--- src/rtl/alu_share_arbiter_if.sv ---
// Bundles the two request/response channels and the ALU side bus of alu_share_arbiter.
// With ALU_OPCHECK_EN defined, each response channel also carries an err flag.
interface alu_share_arbiter_if #(
    parameter int WIDTH = 16
);
    logic             req0_valid;
    logic             req0_ready;
    logic [2:0]       req0_opc;
    logic [WIDTH-1:0] req0_n;
    logic [WIDTH-1:0] req0_m;
    logic             req0_c;
    logic             req1_valid;
    logic             req1_ready;
    logic [2:0]       req1_opc;
    logic [WIDTH-1:0] req1_n;
    logic [WIDTH-1:0] req1_m;
    logic             req1_c;

    logic             rsp0_valid;
    logic             rsp0_ready;
    logic [WIDTH-1:0] rsp0_f;
    logic             rsp0_zer;
    logic             rsp0_neg;
    logic             rsp1_valid;
    logic             rsp1_ready;
    logic [WIDTH-1:0] rsp1_f;
    logic             rsp1_zer;
    logic             rsp1_neg;
`ifdef ALU_OPCHECK_EN
    logic             rsp0_err;
    logic             rsp1_err;
`endif

    logic [2:0]       alu_opc;
    logic [WIDTH-1:0] alu_inN;
    logic [WIDTH-1:0] alu_inM;
    logic             alu_inC;
    logic [WIDTH-1:0] alu_outF;
    logic             alu_zer;
    logic             alu_neg;

    logic             busy;

    modport slave (
        input  req0_valid, req0_opc, req0_n, req0_m, req0_c,
        input  req1_valid, req1_opc, req1_n, req1_m, req1_c,
        output req0_ready, req1_ready,
        output rsp0_valid, rsp0_f, rsp0_zer, rsp0_neg,
        output rsp1_valid, rsp1_f, rsp1_zer, rsp1_neg,
        input  rsp0_ready, rsp1_ready,
`ifdef ALU_OPCHECK_EN
        output rsp0_err, rsp1_err,
`endif
        output alu_opc, alu_inN, alu_inM, alu_inC,
        input  alu_outF, alu_zer, alu_neg,
        output busy
    );

    modport master (
        output req0_valid, req0_opc, req0_n, req0_m, req0_c,
        output req1_valid, req1_opc, req1_n, req1_m, req1_c,
        input  req0_ready, req1_ready,
        input  rsp0_valid, rsp0_f, rsp0_zer, rsp0_neg,
        input  rsp1_valid, rsp1_f, rsp1_zer, rsp1_neg,
        output rsp0_ready, rsp1_ready,
`ifdef ALU_OPCHECK_EN
        input  rsp0_err, rsp1_err,
`endif
        input  alu_opc, alu_inN, alu_inM, alu_inC,
        output alu_outF, alu_zer, alu_neg,
        input  busy
    );
endinterface

--- src/rtl/alu_share_arbiter.sv ---
// Round-robin sharer of one combinational ALU between two requesters.
// Build option ALU_OPCHECK_EN: adds rspX_err and answers opcode 3'b111 without using the ALU.
module alu_share_arbiter #(
    parameter int WIDTH  = 16,
    parameter int SETTLE = 1
) (
    input logic                clk,
    input logic                rst_n,
    alu_share_arbiter_if.slave bus
);
    // state | meaning
    // IDLE  | waiting for a request; ready follows the round-robin grant
    // ISSUE | operand regs held on the ALU while its outputs settle
    // RESP  | captured result offered to the owner until it is taken
    typedef enum logic [1:0] {IDLE = 2'd0, ISSUE = 2'd1, RESP = 2'd2} state_t;

    localparam logic [3:0] CNT_LAST = 4'(SETTLE - 1);

    state_t           state_q, state_d;
    logic             last_q, last_d;     // 1: req1 was served most recently
    logic             owner_q, owner_d;
    logic [2:0]       opc_q, opc_d;
    logic [WIDTH-1:0] n_q, n_d;
    logic [WIDTH-1:0] m_q, m_d;
    logic             c_q, c_d;
    logic [3:0]       cnt_q, cnt_d;
    logic [WIDTH-1:0] f_q, f_d;
    logic             zer_q, zer_d;
    logic             neg_q, neg_d;
    logic             rsp0_valid_q, rsp0_valid_d;
    logic             rsp1_valid_q, rsp1_valid_d;
`ifdef ALU_OPCHECK_EN
    logic             err_q, err_d;
`endif

    logic             ready0, ready1, rsp_take, short_op;
    logic [2:0]       sel_opc;
    logic [WIDTH-1:0] sel_n, sel_m;
    logic             sel_c;

    always_comb begin
        ready0   = (state_q == IDLE) & bus.req0_valid & (~bus.req1_valid | last_q);
        ready1   = (state_q == IDLE) & bus.req1_valid & (~bus.req0_valid | ~last_q);
        sel_opc  = ready1 ? bus.req1_opc : bus.req0_opc;
        sel_n    = ready1 ? bus.req1_n   : bus.req0_n;
        sel_m    = ready1 ? bus.req1_m   : bus.req0_m;
        sel_c    = ready1 ? bus.req1_c   : bus.req0_c;
        rsp_take = owner_q ? (rsp1_valid_q & bus.rsp1_ready) : (rsp0_valid_q & bus.rsp0_ready);
`ifdef ALU_OPCHECK_EN
        short_op = (sel_opc == 3'b111);
`else
        short_op = 1'b0;
`endif
    end

    always_comb begin
        state_d      = state_q;
        last_d       = last_q;
        owner_d      = owner_q;
        opc_d        = opc_q;
        n_d          = n_q;
        m_d          = m_q;
        c_d          = c_q;
        cnt_d        = cnt_q;
        f_d          = f_q;
        zer_d        = zer_q;
        neg_d        = neg_q;
        rsp0_valid_d = rsp0_valid_q;
        rsp1_valid_d = rsp1_valid_q;
`ifdef ALU_OPCHECK_EN
        err_d        = err_q;
`endif
        case (state_q)
            IDLE: begin
                if (ready0 | ready1) begin
                    owner_d = ready1;
                    cnt_d   = '0;
                    if (short_op) begin
                        // illegal opcode: answered directly, ALU inputs left untouched
                        f_d          = '0;
                        zer_d        = 1'b1;
                        neg_d        = 1'b0;
                        rsp0_valid_d = ~ready1;
                        rsp1_valid_d = ready1;
                        state_d      = RESP;
`ifdef ALU_OPCHECK_EN
                        err_d        = 1'b1;
`endif
                    end else begin
                        opc_d   = sel_opc;
                        n_d     = sel_n;
                        m_d     = sel_m;
                        c_d     = sel_c;
                        state_d = ISSUE;
`ifdef ALU_OPCHECK_EN
                        err_d   = 1'b0;
`endif
                    end
                end
            end
            ISSUE: begin
                cnt_d = cnt_q + 4'd1;
                if (cnt_q == CNT_LAST) begin
                    f_d          = bus.alu_outF;
                    zer_d        = bus.alu_zer;
                    neg_d        = bus.alu_neg;
                    rsp0_valid_d = ~owner_q;
                    rsp1_valid_d = owner_q;
                    state_d      = RESP;
                end
            end
            RESP: begin
                if (rsp_take) begin
                    last_d       = owner_q;
                    rsp0_valid_d = 1'b0;
                    rsp1_valid_d = 1'b0;
                    state_d      = IDLE;
                end
            end
            default: state_d = IDLE;
        endcase
    end

    always_ff @(posedge clk or negedge rst_n) begin
        if (!rst_n) begin
            state_q      <= IDLE;
            last_q       <= 1'b1;
            owner_q      <= 1'b0;
            opc_q        <= '0;
            n_q          <= '0;
            m_q          <= '0;
            c_q          <= 1'b0;
            cnt_q        <= '0;
            f_q          <= '0;
            zer_q        <= 1'b0;
            neg_q        <= 1'b0;
            rsp0_valid_q <= 1'b0;
            rsp1_valid_q <= 1'b0;
`ifdef ALU_OPCHECK_EN
            err_q        <= 1'b0;
`endif
        end else begin
            state_q      <= state_d;
            last_q       <= last_d;
            owner_q      <= owner_d;
            opc_q        <= opc_d;
            n_q          <= n_d;
            m_q          <= m_d;
            c_q          <= c_d;
            cnt_q        <= cnt_d;
            f_q          <= f_d;
            zer_q        <= zer_d;
            neg_q        <= neg_d;
            rsp0_valid_q <= rsp0_valid_d;
            rsp1_valid_q <= rsp1_valid_d;
`ifdef ALU_OPCHECK_EN
            err_q        <= err_d;
`endif
        end
    end

    assign bus.req0_ready = ready0;
    assign bus.req1_ready = ready1;
    assign bus.rsp0_valid = rsp0_valid_q;
    assign bus.rsp1_valid = rsp1_valid_q;
    assign bus.rsp0_f     = f_q;
    assign bus.rsp1_f     = f_q;
    assign bus.rsp0_zer   = zer_q;
    assign bus.rsp1_zer   = zer_q;
    assign bus.rsp0_neg   = neg_q;
    assign bus.rsp1_neg   = neg_q;
`ifdef ALU_OPCHECK_EN
    assign bus.rsp0_err   = err_q;
    assign bus.rsp1_err   = err_q;
`endif
    assign bus.alu_opc    = opc_q;
    assign bus.alu_inN    = n_q;
    assign bus.alu_inM    = m_q;
    assign bus.alu_inC    = c_q;
    assign bus.busy       = (state_q != IDLE);
endmodule

--- src/flat_wrapper.sv ---
// flat-port wrapper written by rule: the top's interface ports become plain ports
module alu_share_arbiter_flat 
#(
    parameter int WIDTH  = 16,
    parameter int SETTLE = 1
)
  (clk, rst_n, bus_req0_valid, bus_req0_opc, bus_req0_n, bus_req0_m, bus_req0_c, bus_req1_valid, bus_req1_opc, bus_req1_n, bus_req1_m, bus_req1_c, bus_req0_ready, bus_req1_ready, bus_rsp0_valid, bus_rsp0_f, bus_rsp0_zer, bus_rsp0_neg, bus_rsp1_valid, bus_rsp1_f, bus_rsp1_zer, bus_rsp1_neg, bus_rsp0_ready, bus_rsp1_ready, bus_alu_opc, bus_alu_inN, bus_alu_inM, bus_alu_inC, bus_alu_outF, bus_alu_zer, bus_alu_neg, bus_busy);
  alu_share_arbiter_if #(.WIDTH(WIDTH)) bus_i ();
  input logic clk;
  input logic rst_n;
  input wire logic [$bits(bus_i.req0_valid)-1:0] bus_req0_valid;
  input wire logic [$bits(bus_i.req0_opc)-1:0] bus_req0_opc;
  input wire logic [$bits(bus_i.req0_n)-1:0] bus_req0_n;
  input wire logic [$bits(bus_i.req0_m)-1:0] bus_req0_m;
  input wire logic [$bits(bus_i.req0_c)-1:0] bus_req0_c;
  input wire logic [$bits(bus_i.req1_valid)-1:0] bus_req1_valid;
  input wire logic [$bits(bus_i.req1_opc)-1:0] bus_req1_opc;
  input wire logic [$bits(bus_i.req1_n)-1:0] bus_req1_n;
  input wire logic [$bits(bus_i.req1_m)-1:0] bus_req1_m;
  input wire logic [$bits(bus_i.req1_c)-1:0] bus_req1_c;
  output wire logic [$bits(bus_i.req0_ready)-1:0] bus_req0_ready;
  output wire logic [$bits(bus_i.req1_ready)-1:0] bus_req1_ready;
  output wire logic [$bits(bus_i.rsp0_valid)-1:0] bus_rsp0_valid;
  output wire logic [$bits(bus_i.rsp0_f)-1:0] bus_rsp0_f;
  output wire logic [$bits(bus_i.rsp0_zer)-1:0] bus_rsp0_zer;
  output wire logic [$bits(bus_i.rsp0_neg)-1:0] bus_rsp0_neg;
  output wire logic [$bits(bus_i.rsp1_valid)-1:0] bus_rsp1_valid;
  output wire logic [$bits(bus_i.rsp1_f)-1:0] bus_rsp1_f;
  output wire logic [$bits(bus_i.rsp1_zer)-1:0] bus_rsp1_zer;
  output wire logic [$bits(bus_i.rsp1_neg)-1:0] bus_rsp1_neg;
  input wire logic [$bits(bus_i.rsp0_ready)-1:0] bus_rsp0_ready;
  input wire logic [$bits(bus_i.rsp1_ready)-1:0] bus_rsp1_ready;
  output wire logic [$bits(bus_i.alu_opc)-1:0] bus_alu_opc;
  output wire logic [$bits(bus_i.alu_inN)-1:0] bus_alu_inN;
  output wire logic [$bits(bus_i.alu_inM)-1:0] bus_alu_inM;
  output wire logic [$bits(bus_i.alu_inC)-1:0] bus_alu_inC;
  input wire logic [$bits(bus_i.alu_outF)-1:0] bus_alu_outF;
  input wire logic [$bits(bus_i.alu_zer)-1:0] bus_alu_zer;
  input wire logic [$bits(bus_i.alu_neg)-1:0] bus_alu_neg;
  output wire logic [$bits(bus_i.busy)-1:0] bus_busy;
  assign bus_i.req0_valid = bus_req0_valid;
  assign bus_i.req0_opc = bus_req0_opc;
  assign bus_i.req0_n = bus_req0_n;
  assign bus_i.req0_m = bus_req0_m;
  assign bus_i.req0_c = bus_req0_c;
  assign bus_i.req1_valid = bus_req1_valid;
  assign bus_i.req1_opc = bus_req1_opc;
  assign bus_i.req1_n = bus_req1_n;
  assign bus_i.req1_m = bus_req1_m;
  assign bus_i.req1_c = bus_req1_c;
  assign bus_req0_ready = bus_i.req0_ready;
  assign bus_req1_ready = bus_i.req1_ready;
  assign bus_rsp0_valid = bus_i.rsp0_valid;
  assign bus_rsp0_f = bus_i.rsp0_f;
  assign bus_rsp0_zer = bus_i.rsp0_zer;
  assign bus_rsp0_neg = bus_i.rsp0_neg;
  assign bus_rsp1_valid = bus_i.rsp1_valid;
  assign bus_rsp1_f = bus_i.rsp1_f;
  assign bus_rsp1_zer = bus_i.rsp1_zer;
  assign bus_rsp1_neg = bus_i.rsp1_neg;
  assign bus_i.rsp0_ready = bus_rsp0_ready;
  assign bus_i.rsp1_ready = bus_rsp1_ready;
  assign bus_alu_opc = bus_i.alu_opc;
  assign bus_alu_inN = bus_i.alu_inN;
  assign bus_alu_inM = bus_i.alu_inM;
  assign bus_alu_inC = bus_i.alu_inC;
  assign bus_i.alu_outF = bus_alu_outF;
  assign bus_i.alu_zer = bus_alu_zer;
  assign bus_i.alu_neg = bus_alu_neg;
  assign bus_busy = bus_i.busy;
  alu_share_arbiter #(.WIDTH(WIDTH), .SETTLE(SETTLE)) u_core (.clk(clk), .rst_n(rst_n), .bus(bus_i));
endmodule
--- config.mk ---
export PLATFORM = sky130hd
export DESIGN_NAME = alu_share_arbiter_flat
export DESIGN_NICKNAME = d
export VERILOG_FILES = /design/src/rtl/alu_share_arbiter_if.sv /design/src/rtl/alu_share_arbiter.sv /design/src/flat_wrapper.sv
export SDC_FILE = /design/constraint.sdc
export NUM_CORES = 1
export LEC_CHECK = 0
export BUFFER_PORTS_ARGS = -buffer_cell sky130_fd_sc_hd__buf_2
export CAP_MARGIN = 20
export CORE_ASPECT_RATIO = 0.5
export CORE_UTILIZATION = 40
export CTS_BUF_LIST = sky130_fd_sc_hd__clkbuf_8
export CTS_CLUSTER_DIAMETER = 50
export DETAILED_ROUTE_END_ITERATION = 6
export PLACE_DENSITY = 0.74
export SLEW_MARGIN = 15
export SYNTH_ARGS = -nofsm -noshare
export SYNTH_HDL_FRONTEND = slang
export SYNTH_SLANG_ARGS = --single-unit
--- constraint.sdc ---
create_clock -name clk -period 2.2 [get_ports clk]
set_input_delay 0.44 -clock clk [delete_from_list [all_inputs] [get_ports clk]]
set_output_delay 0.44 -clock clk [all_outputs]
set_load 0.03 [all_outputs]
---- After elaboration in Yosys (flattened, before gate mapping) ----
Cells that the tools add are included.
storage, ports and cells
  register bits after elaboration ......... 64
  word-level logic and storage cells ...... 59
  output and inout bits ................... 77
operators by class
  reduce and logical (&&, ||, !) cells .... 11
  bitwise logic cells ..................... 13
  mux-type cells .......................... 16
  $add $sub $neg .......................... 1
  equality and inequality tests ........... 5
operators with widths
  kind                 count
  $mux 16              2
  $pmux 4 s2           1
  $reduce_and 2->1     4
  $and 1x1->1          6
  $mux 2               3
  $pmux 2 s3           1
  $reduce_and 3->1     2
  $reduce_bool 2->1    3
  $mux 1               5
  $add 4x1->4 const B  1
  $logic_not 4->1      1
  $mux 4               1
  $ne 2x1->1 const B   2
  $not 1->1            4
  $pmux 1 s2           2
  $mux 3               1
  $or 1x1->1           3
  $eq 2x1->1 const B   1
  $eq 2x2->1 const B   1
  $logic_not 2->1      1
  $ne 2x2->1 const B   1

---- Depth between registers and ports, before layout ----
Gate-level depths: netlist of the first run.
  depth in word-level cells ............... 6
  gate-level depth with buffers ........... 7

---- Least setup slack after synthesis of the first run ----
No wires, ideal clock.
  path type ............................... register to output
  start point ............................. register u_core.state_q[0]
  end point ............................... output bus_req1_ready
  arrival ................................. 1.309 ns
  required time ........................... 1.760 ns
  path slack .............................. 0.451 ns
  cell stages (with the launch flop) ...... 7
  buffers on the path ..................... 2
  cells stage by stage .................... dfrtp_1 > inv_1 > ha_1 > nand3_1 > buf_4 > buf_6 > inv_1
on the way
  word-level cells in the longest chain between the ends .. 3
RTL lines
  what                      RTL line                  text
  from (decl)               alu_share_arbiter.sv:19   state_t state_q, state_d;
  from (signal assigned)    alu_share_arbiter.sv:143  state_q <= state_d;
  $logic_not 2->1           alu_share_arbiter.sv:43   ready1 = (state_q == IDLE) & bus.req1_valid & (~bus.req0_valid | ~last_q);
  $and 1x1->1 (2 in a row)  alu_share_arbiter.sv:43
  to (decl)                 flat_wrapper.sv:22        output wire logic [$bits(bus_i.req1_ready)-1:0] bus_req1_ready;
No other way between the ends.

---- Worst setup path after layout of the first run ----
Same ends and word-level chain as after synthesis.

==> results of run 1 <==
kinds of logic after synthesis:
| logic type | Yosys count | share of synthesized area, % |
|---|---|---|
| flip-flops | 64 | 52.6 |
| AND/OR/NAND/NOR | 58 | 8.33 |
| multiplexers | 55 | 18.8 |
| AO/OA/AOI/OAI | 52 | 9.24 |
| buffers and inverters | 42 | 8.54 |
| adder cells (fa/ha/maj) | 6 | 2.46 |
cell type report:
cell class | instances | area [sq um]
flip-flops and latches | 64 | 1600
fillers | 675 | 3270
inverters | 10 | 37.5
clock inverters | 4 | 18.8
repair buffers | 178 | 931
well taps | 96 | 120
clock buffers | 12 | 165
multi-input cells | 171 | 1200
power breakdown:
group	leakage [nW]	switching, mW	internal, mW	total, mW
Combinational	1.40	2.55	1.27	3.82
Sequential	0.780	0.339	1.76	2.10
Clock	0.103	0.427	0.491	0.918
sequential cells by signal, summed over array words and instances (netlist names):
signal,flops
u_core.bus.alu_inN,16
u_core.bus.rsp1_valid,1
u_core.last_q,1
u_core.cnt_q,4
u_core.bus.alu_inM,16
u_core.bus.rsp0_f,16
u_core.owner_q,1
u_core.bus.alu_opc,3
u_core.bus.rsp0_zer,1
u_core.state_q,2
u_core.bus.rsp0_neg,1
u_core.bus.rsp0_valid,1
u_core.bus.alu_inC,1
metrics by stage:
step	utilization, %	cells
after CTS	55.5	535
after global routing	55.5	535
after detailed placement	53.0	519
after floorplan	-	277
after global placement	53.0	519
final	55.5	535
worst max path at each step:
stage	start	end	slack, ps	depth (start not counted)
3_3_place_gp	u_core.state_q[0]$_DFFE_PN0P_	u_core.state_q[0]$_DFFE_PN0P_	360	5
6_report	u_core.state_q[0]$_DFFE_PN0P_	bus_req1_ready	180	5
5_1_grt	u_core.state_q[1]$_DFFE_PN0P_	bus_req1_ready	40	5
2_1_floorplan	u_core.state_q[0]$_DFFE_PN0P_	bus_req1_ready	450	6
4_1_cts	u_core.state_q[0]$_DFFE_PN0P_	bus_req1_ready	150	5
3_5_place_dp	u_core.state_q[0]$_DFFE_PN0P_	u_core.state_q[0]$_DFFE_PN0P_	300	5
layout by cell type, fill, tap and decap left out:
| cell type | count |
|---|---|
| or3b_1 | 1 |
| ha_1 | 6 |
| nand2b_1 | 1 |
| o21ai_1 | 1 |
| buf_12 | 2 |
| clkinv_2 | 3 |
| a32o_1 | 1 |
| nand3b_1 | 1 |
| buf_2 | 172 |
| o21ai_4 | 1 |
| mux2_2 | 12 |
| nand2_1 | 44 |
| nor3b_2 | 1 |
| a21oi_1 | 4 |
| mux2_1 | 7 |
| inv_1 | 11 |
| dfrtp_1 | 63 |
| nand3_2 | 1 |
| nor3b_1 | 1 |
| a31oi_1 | 2 |
| and2_1 | 1 |
| nand3_1 | 7 |
| mux2i_1 | 36 |
| dfstp_2 | 1 |
| o2bb2ai_1 | 2 |
| buf_4 | 4 |
| o211ai_1 | 1 |
| o21ai_0 | 39 |
| clkbuf_8 | 12 |
| a22o_1 | 1 |
metal layers:
metal	vias to the layer above	GRT usage (%)	part of all wire, %
met1	1148	17.2	40
li1	1246	-	-
met2	65	31.6	54
met3	8	5.69	4.3
met5	-	0	0
met4	0	7.16	1.5
worst max-delay path, stage by stage, from the launching register on:
cell,delay (ps)
dfrtp_1,400
inv_1,110
ha_1,310
nand3_2,150
inv_1,70
buf_2,190
==> metrics, run 1 <==
Post-Place Worst Slack=around 300 ps; CTS tree=yes; violated checks=DRC; area grow syn2layout=33.7%; shortest period the worst path allows=roughly 2000 ps; gr ovfl total=0; vias in the first global route=approximately 2.3k; most numerous cell in the Yosys netlist=dfrtp_1; Pwr Total=roughly 6.8 mW; worst r2r path cells=5; Yosys reg bits=64; antenna violations before repair=0; Max-Cap Viols=0; Iteration-0 DRC Markers=85; cell taking the most area after synthesis=dfrtp_1; Setup crit end kind=output port; async set or reset register ratio after synthesis=100%; Synth cell types=27; root buffer cell=clkbuf_8; Worst R2R End=u_core.state_q[0]$_DFFE_PN0P_; drt wl/cell=~12 um; Synth area leaders=dfrtp_1 (52%), mux2i_1 (12%), o21ai_0 (6.4%); Via density=roughly 4.6; Top FF cell, synth=dfrtp_1; average size of a mapped cell=11.0 sq um; Pwr Density=between 1500 and 2000 nW/um^2; CTS buffer count=9; CP arrival=1580 ps; port buffer count=~170; Worst Tran Pin Value=620 ps; Die H=about 64 um; area share of the largest cell type after synthesis=between 50 and 60%; worst-path fanout max=6; CTS Hold Bufs=0; Syn. warnings=0; Worst setup SP type=flop; # nets final=between 500 and 600; Max Slew Vio Count=0; Mapped Cells=roughly 280; Placeable Area=7350 sq um; Detailed Route WL=approximately 6.4 mm; Clock Latency Late Sink=roughly 340 ps; FF-to-FF setup slack=290 ps; final setup skew=6.98 ps; GPL Wtd Cong=around 0.72; ANT cells=0; Die Wd=roughly 130 um; Hold Slack=roughly 32 ps; post-place instance area=3890 sq um; Slew HR=58.5%; reg2reg start=u_core.state_q[0]$_DFFE_PN0P_; Worst VDD drop=just over 600 uV; Setup Crit Path Kind=flop to output port; syn_nets=379; Clock Path Buffers=2; sequential fraction of the synthesis area=approximately 53%; DR pass1 iterations=6; Leak=2.28 nW; Post-CTS Resized=0; CP required=1760 ps; number of remaining DRC errors=6; Synth top cells by count=dfrtp_1 (63), nand2_1 (44), o21ai_0 (39); Peak Freq=496 MHz; Initial Util=41.5%; run status=complete, but fails checks; unrepaired setup endpoints after global routing=no; H-tree depth=3; period utilization=between 90% and 100%; Final Instance Area=slightly above 4000 sq um; GRT Util Overall=around 17%; Post-DRT Antenna Nets=0; # rows=22; Die Footprint=approximately 8000 sq um; setup violators final=0; Post-synth EDFFs=0; pin count of the biggest net entering global routing=48; first-pass GRT wire length=~10 mm; Worst Slack Setup Final=184 ps; I/O Pins=approximately 170; Worst-path clk slew=about 70 ps; final hold vios=0; postcts setup bufs=0; Post-DP HPWL=~5 mm; hold crit path type=primary input to asynchronous set/reset pin; synthesized area=around 3000 sq um; DR vias=2,467; Final TNS setup=0 ps; share of cells above drive strength 1=between 40% and 50%; # clock sinks=64
No activity file was read; power rests on OpenSTA's default activity.
==> run 2, diff against run 1 <==
Settings changed: CTS_BUF_LIST sky130_fd_sc_hd__clkbuf_8 to sky130_fd_sc_hd__clkbuf_4, MAX_ROUTING_LAYER set to met4.
==> run 2 against run 1 <==
Effect of this change:
- the run still ends with DRC left
- worst setup slack better by 18 ps
- non-clock buffer count is 1 higher
- final cell count is 0.19% higher
- critical path depth stayed put
- core utilization is 0.95 points lower
- die area stayed put
- clock skew hardly changed
- critical endpoint is now bus_req0_ready
==> metrics, run 2 (same netlist as run 1, synthesis figures left out) <==
drt wl/cell=12.0 um (was 12.1 um); Clock Path Buffers=2 (unchanged); Hold Slack=259 ps (was 32.0 ps); Hold Path Depth=2; hold crit path type=primary input to flop (was primary input to asynchronous set/reset pin); antenna violations before repair=0 (unchanged); critical path cell sequence=inv_1 > ha_2 > nand2_1 > a21oi_1 > buf_2 (was inv_1 > ha_1 > nand3_2 > inv_1 > buf_2); share of cells above drive strength 1=47.3% (was 47.6%); Die H=63.7 um (unchanged); CTS tree=yes (unchanged); Via density=4.63 (was 4.61); first-pass GRT wire length=10.3 mm (was 10.4 mm); GRT Util Overall=17.2% (was 16.8%); Final TNS setup=0 ps (unchanged); gr ovfl total=0 (unchanged); Clock Latency Late Sink=390 ps (was 340 ps); Post-Place Worst Slack=297 ps (unchanged); most frequent cells in the layout=buf_2 (172), dfrtp_1 (63), nand2_1 (44) (unchanged); Iteration-0 DRC Markers=79 (was 85); ANT cells=0 (unchanged); Slowest-stage cell, CP=dfrtp_1 (unchanged); Worst-path clk slew=100 ps (was 70 ps); run status=complete, but fails checks (unchanged); Post-DRT Antenna Nets=0 (unchanged); Max Slew Vio Count=0 (unchanged); root buffer cell=clkbuf_4 (was clkbuf_8); Initial Util=41.5% (unchanged); period utilization=90.9% (was 91.7%); H-tree depth=3 (unchanged); shortest period the worst path allows=2000 ps (was 2020 ps); GPL Wtd Cong=0.727 (was 0.719); area grow syn2layout=31.4% (was 33.7%); # clock sinks=64 (unchanged); Leak=2.24 nW (was 2.28 nW); Worst VDD drop=595 uV (was 613 uV); Post-DP HPWL=4.95 mm (unchanged); Slew HR=58.9% (was 58.5%); final setup skew=6.89 ps (was 6.98 ps); Worst R2R End=u_core.state_q[0]$_DFFE_PN0P_ (unchanged); port buffer count=172 (unchanged); post-place instance area=3890 sq um (unchanged); Detailed Route WL=6.41 mm (was 6.45 mm); CP required=1760 ps (about the same); WHS Endpoint=u_core.bus.rsp0_f[3]$_DFFE_PN0P_; Worst setup SP type=flop (unchanged); CTS buffer count=9 (unchanged); Peak Freq=500 MHz (was 496 MHz); violated checks=DRC (unchanged); number of remaining DRC errors=6 (unchanged); Die Footprint=7990 sq um (unchanged); FF-to-FF setup slack=340 ps (was 290 ps); Pwr Density=1630 nW/um^2 (was 1680 nW/um^2); Placeable Area=7350 sq um (unchanged); setup violators final=0 (unchanged); Die Wd=125 um (unchanged); final hold vios=0 (unchanged); most common cell after layout, fill and taps aside=buf_2 (unchanged); reg2reg start=u_core.state_q[0]$_DFFE_PN0P_ (unchanged); Max-Cap Viols=0 (unchanged); DR vias=2,480 (was 2,467); hold path startpoint=bus_alu_outF[3]; worst-path fanout max=6 (unchanged); Setup Crit Path Kind=flop to output port (unchanged); I/O Pins=173 (unchanged); DR pass1 iterations=6 (unchanged); Worst Tran Pin Value=615 ps (was 620 ps); unrepaired setup endpoints after global routing=no (unchanged); Final Instance Area=4010 sq um (was 4080 sq um); worst r2r path cells=5 (unchanged); # nets final=537 (was 536); max incr delay on CP=410 ps (was 400 ps); CP arrival=1560 ps (was 1580 ps); Setup crit end kind=output port (unchanged); # rows=22 (unchanged); vias in the first global route=2,320 (was 2,310); Worst Slack Setup Final=201 ps (was 184 ps); pin count of the biggest net entering global routing=48 (unchanged)
==> run 2: cell count changes in the layout (fill, tap and decap cells not counted) <==
cell / change
clkbuf_8: -12
dlygate4sd3_1: +1
clkinv_1: +3
inv_1: -1
ha_1: -1
ha_2: +1
clkbuf_4: +10
==> run 2: worst max path at each step <==
stage / start / to
6_report: u_core.state_q[0]$_DFFE_PN0P_ / bus_req0_ready
5_1_grt: u_core.state_q[1]$_DFFE_PN0P_ / bus_req1_ready
4_1_cts: u_core.state_q[0]$_DFFE_PN0P_ / bus_req1_ready
3_5_place_dp: u_core.state_q[0]$_DFFE_PN0P_ / u_core.state_q[0]$_DFFE_PN0P_
3_3_place_gp: u_core.state_q[0]$_DFFE_PN0P_ / u_core.state_q[0]$_DFFE_PN0P_
2_1_floorplan: u_core.state_q[0]$_DFFE_PN0P_ / bus_req1_ready
==> run 2: area by class of cell <==
cell class | count | area (sq um)
Timing Repair Buffer | 179 | 941
Clock buffer | 10 | 75.1
Fill cell | 692 | 3340
Clock inverter | 6 | 26.3
Multi-Input combinational cell | 171 | 1200
Sequential cell | 64 | 1600
Inverter | 10 | 37.5
Tap cell | 96 | 120
==> run 2: worst max-delay path: cells and delay by family (launching register included) <==
| kind | cells | cell delay (ps) |
|---|---|---|
| adder cells (fa/ha/maj) | 1 | 270 |
| buffers and inverters | 2 | 320 |
| AO/OA/AOI/OAI | 1 | 110 |
| AND/OR/NAND/NOR | 1 | 60 |
| flip-flops | 1 | 410 |
==> run 2: power breakdown <==
| group | internal (mW) | switching [mW] | total [mW] |
|---|---|---|---|
| registers | 1.76 | 0.337 | 2.09 |
| logic | 1.28 | 2.55 | 3.83 |
| clock network | 0.229 | 0.392 | 0.620 |
==> run 2: per-layer routing <==
layer	routed length (um)	global-route usage (%)
met5	0	-
met4	92	7.47
met3	257	5.44
met2	3410	31.0
met1	2650	17.4
==> run 2: timing repair <==
action,4_1_cts,5_1_grt
resized for setup,0,1
setup endpoints to repair,0,2
hold buffers,1,0
buffers inserted,0,0
hold endpoints to repair,17,0
==> run 2: metrics by stage <==
stage	cells	util [%]	total power [mW]
finish	536	54.5	6.54
global route	536	54.5	7.00
CTS	536	54.5	6.63
detailed placement	519	53.0	5.99
global placement	519	53.0	5.90
floorplan	277	-	5.10
==> run 3, diff against run 2 <==
Settings changed: SETUP_SLACK_MARGIN set to 0.5, SKIP_LAST_GASP set to 1.
==> run 3 against run 2 <==
Effect of this change:
- the run still ends with DRC left
- largest cell class unchanged
- clock skew is 6.9 ps higher
- non-clock buffer count is 11 higher
- register-to-register slack better by 130 ps
- critical path type unchanged
- largest power group unchanged
==> metrics, run 3 (same netlist as run 1, synthesis figures left out) <==
Setup Crit Path Kind=flop to output port (unchanged); pin count of the biggest net entering global routing=74 (was 48); Die Footprint=7990 sq um (unchanged); Slew HR=74.2% (was 58.9%); CTS buffer count=9 (unchanged); Worst setup SP type=flop (unchanged); # nets final=548 (was 537); root buffer cell=clkbuf_4 (unchanged); Peak Freq=540 MHz (was 500 MHz); Iteration-0 DRC Markers=168 (was 79); # clock sinks=64 (unchanged); number of remaining DRC errors=18 (was 6); Layout Utilization=57.2% (was 54.5%); Post-DRT Antenna Nets=0 (unchanged); CP required=1760 ps (about the same); GRT Util Overall=17.6% (was 17.2%); Placeable Area=7350 sq um (unchanged); Die Wd=125 um (unchanged); shortest period the worst path allows=1850 ps (was 2000 ps); Post-DP HPWL=4.83 mm (was 4.95 mm); # rows=22 (unchanged); Worst VDD drop=544 uV (was 595 uV); critical path cell sequence=inv_2 > ha_4 > nand2_2 > a21oi_2 > buf_6 (was inv_1 > ha_2 > nand2_1 > a21oi_1 > buf_2); Worst-path clk slew=100 ps (about the same); Slowest-stage cell, CP=dfrtp_1 (unchanged); GPL Wtd Cong=0.767 (was 0.727); setup violators final=0 (unchanged); max incr delay on CP=410 ps (about the same); Initial Util=41.5% (unchanged); Pwr Density=1660 nW/um^2 (was 1630 nW/um^2); DR pass1 iterations=6 (unchanged); Via density=4.66 (was 4.63); I/O Pins=173 (unchanged); DR vias=2,546 (was 2,480); Detailed Route WL=6.63 mm (was 6.41 mm); CP arrival=1410 ps (was 1560 ps); final setup skew=13.8 ps (was 6.89 ps); period utilization=84.2% (was 90.9%); most frequent cells in the layout=buf_2 (169), dfrtp_1 (63), nand2_1 (43) (was buf_2 (172), dfrtp_1 (63), nand2_1 (44)); Setup crit end kind=output port (unchanged); H-tree depth=3 (unchanged); Clock Path Buffers=2 (unchanged); Final TNS setup=0 ps (unchanged); Die H=63.7 um (unchanged); CTS tree=yes (unchanged); gr ovfl total=0 (unchanged); most common cell after layout, fill and taps aside=buf_2 (unchanged); unrepaired setup endpoints after global routing=yes (was no); drt wl/cell=12.1 um (was 12.0 um); share of cells above drive strength 1=51.3% (was 47.3%); Max-Cap Viols=0 (unchanged); Bufs and invs on worst path=2 (unchanged); CP top delay family=flip-flops (unchanged); port buffer count=172 (unchanged); final hold vios=0 (unchanged); ANT cells=0 (unchanged); Max Slew Vio Count=0 (unchanged); Clock Latency Late Sink=400 ps (was 390 ps); antenna violations before repair=0 (unchanged); worst-path fanout max=5 (was 6); Worst Tran Pin Value=385 ps (was 615 ps); area grow syn2layout=38.0% (was 31.4%); violated checks=DRC (unchanged); Leak=2.32 nW (was 2.24 nW); CTS Hold Bufs=0 (was 1); vias in the first global route=2,290 (was 2,320); hold crit path type=primary input to asynchronous set/reset pin (was primary input to flop); run status=complete, but fails checks (unchanged); first-pass GRT wire length=10.5 mm (was 10.3 mm)
[run 3: cell types whose count changed in the layout (fill, tap and decap cells not counted), sizes merged]
cell         before  now
inv              10    9
bufinv            0    1
dlygate4sd3       1    0
clkinv            6    5
clkinvlp          0    1
clkbuf           10    9
buf             178  190
[run 3: what timing repair did]
item | in CTS | in global routing
buffers inserted | 7 | 5
endpoints found under the setup margin | 27 | 22
endpoints found under the hold margin | 0 | 0
pin swaps | 2 | 4
cloned | 0 | 0
gates resized for setup | 21 | 7
[run 3: path summary, 6_finish.rpt]
path	start	to	slack, ps	cells past startpoint
setup / recovery	u_core.state_q[0]$_DFFE_PN0P_	bus_req0_ready	350	5
hold / removal	rst_n	u_core.bus.rsp0_valid$_DFFE_PN0P_	20	2
setup reg to reg	u_core.state_q[0]$_DFFE_PN0P_	u_core.state_q[0]$_DFFE_PN0P_	470	6
hold reg to reg	u_core.bus.alu_inC$_DFFE_PN0P_	u_core.bus.alu_inC$_DFFE_PN0P_	480	2
max in group asynchronous	rst_n	u_core.last_q$_DFFE_PN1P_	1880	2
min in group clk	bus_alu_outF[7]	u_core.bus.rsp0_f[7]$_DFFE_PN0P_	250	2
[run 3: power breakdown]
part / switching, mW / internal (mW) / leakage [nW]
Combinational: 2.67 / 1.52 / 1.47
Clock: 0.397 / 0.325 / 0.0681
Sequential: 0.322 / 1.76 / 0.780
[run 3: metal layers]
metal	share of wire [%]	track usage [%]	wire (um)	vias up
li1	-	-	-	1271
met1	40	17.9	2660	1187
met2	53	31.0	3520	71
met3	4.5	5.86	301	17
met4	2.4	8.23	158	0
met5	0	-	0	-
[run 3: area by class of cell]
cell class | count | area [sq um]
Fill cell | 663 | 3140
Sequential cell | 64 | 1600
Multi-Input combinational cell | 171 | 1270
Timing Repair Buffer | 190 | 1050
Tap cell | 96 | 120
Clock buffer | 9 | 67.6
Clock inverter | 6 | 51.3
Inverter | 10 | 41.3
[run 3: stage by stage]
step                      setup slack [ps]  hold slack, ps  total power, mW  cells  cell area (sq um)
after floorplan                        510             144             5.11    277               3060
after global placement                 360             458             5.91    519               3900
after detailed placement               288             465             5.98    519               3900
after CTS                              302            18.7             6.95    541               4140
after global routing                   259            32.4             7.46    546               4210
final                                  347            20.5             7.00    546               4210
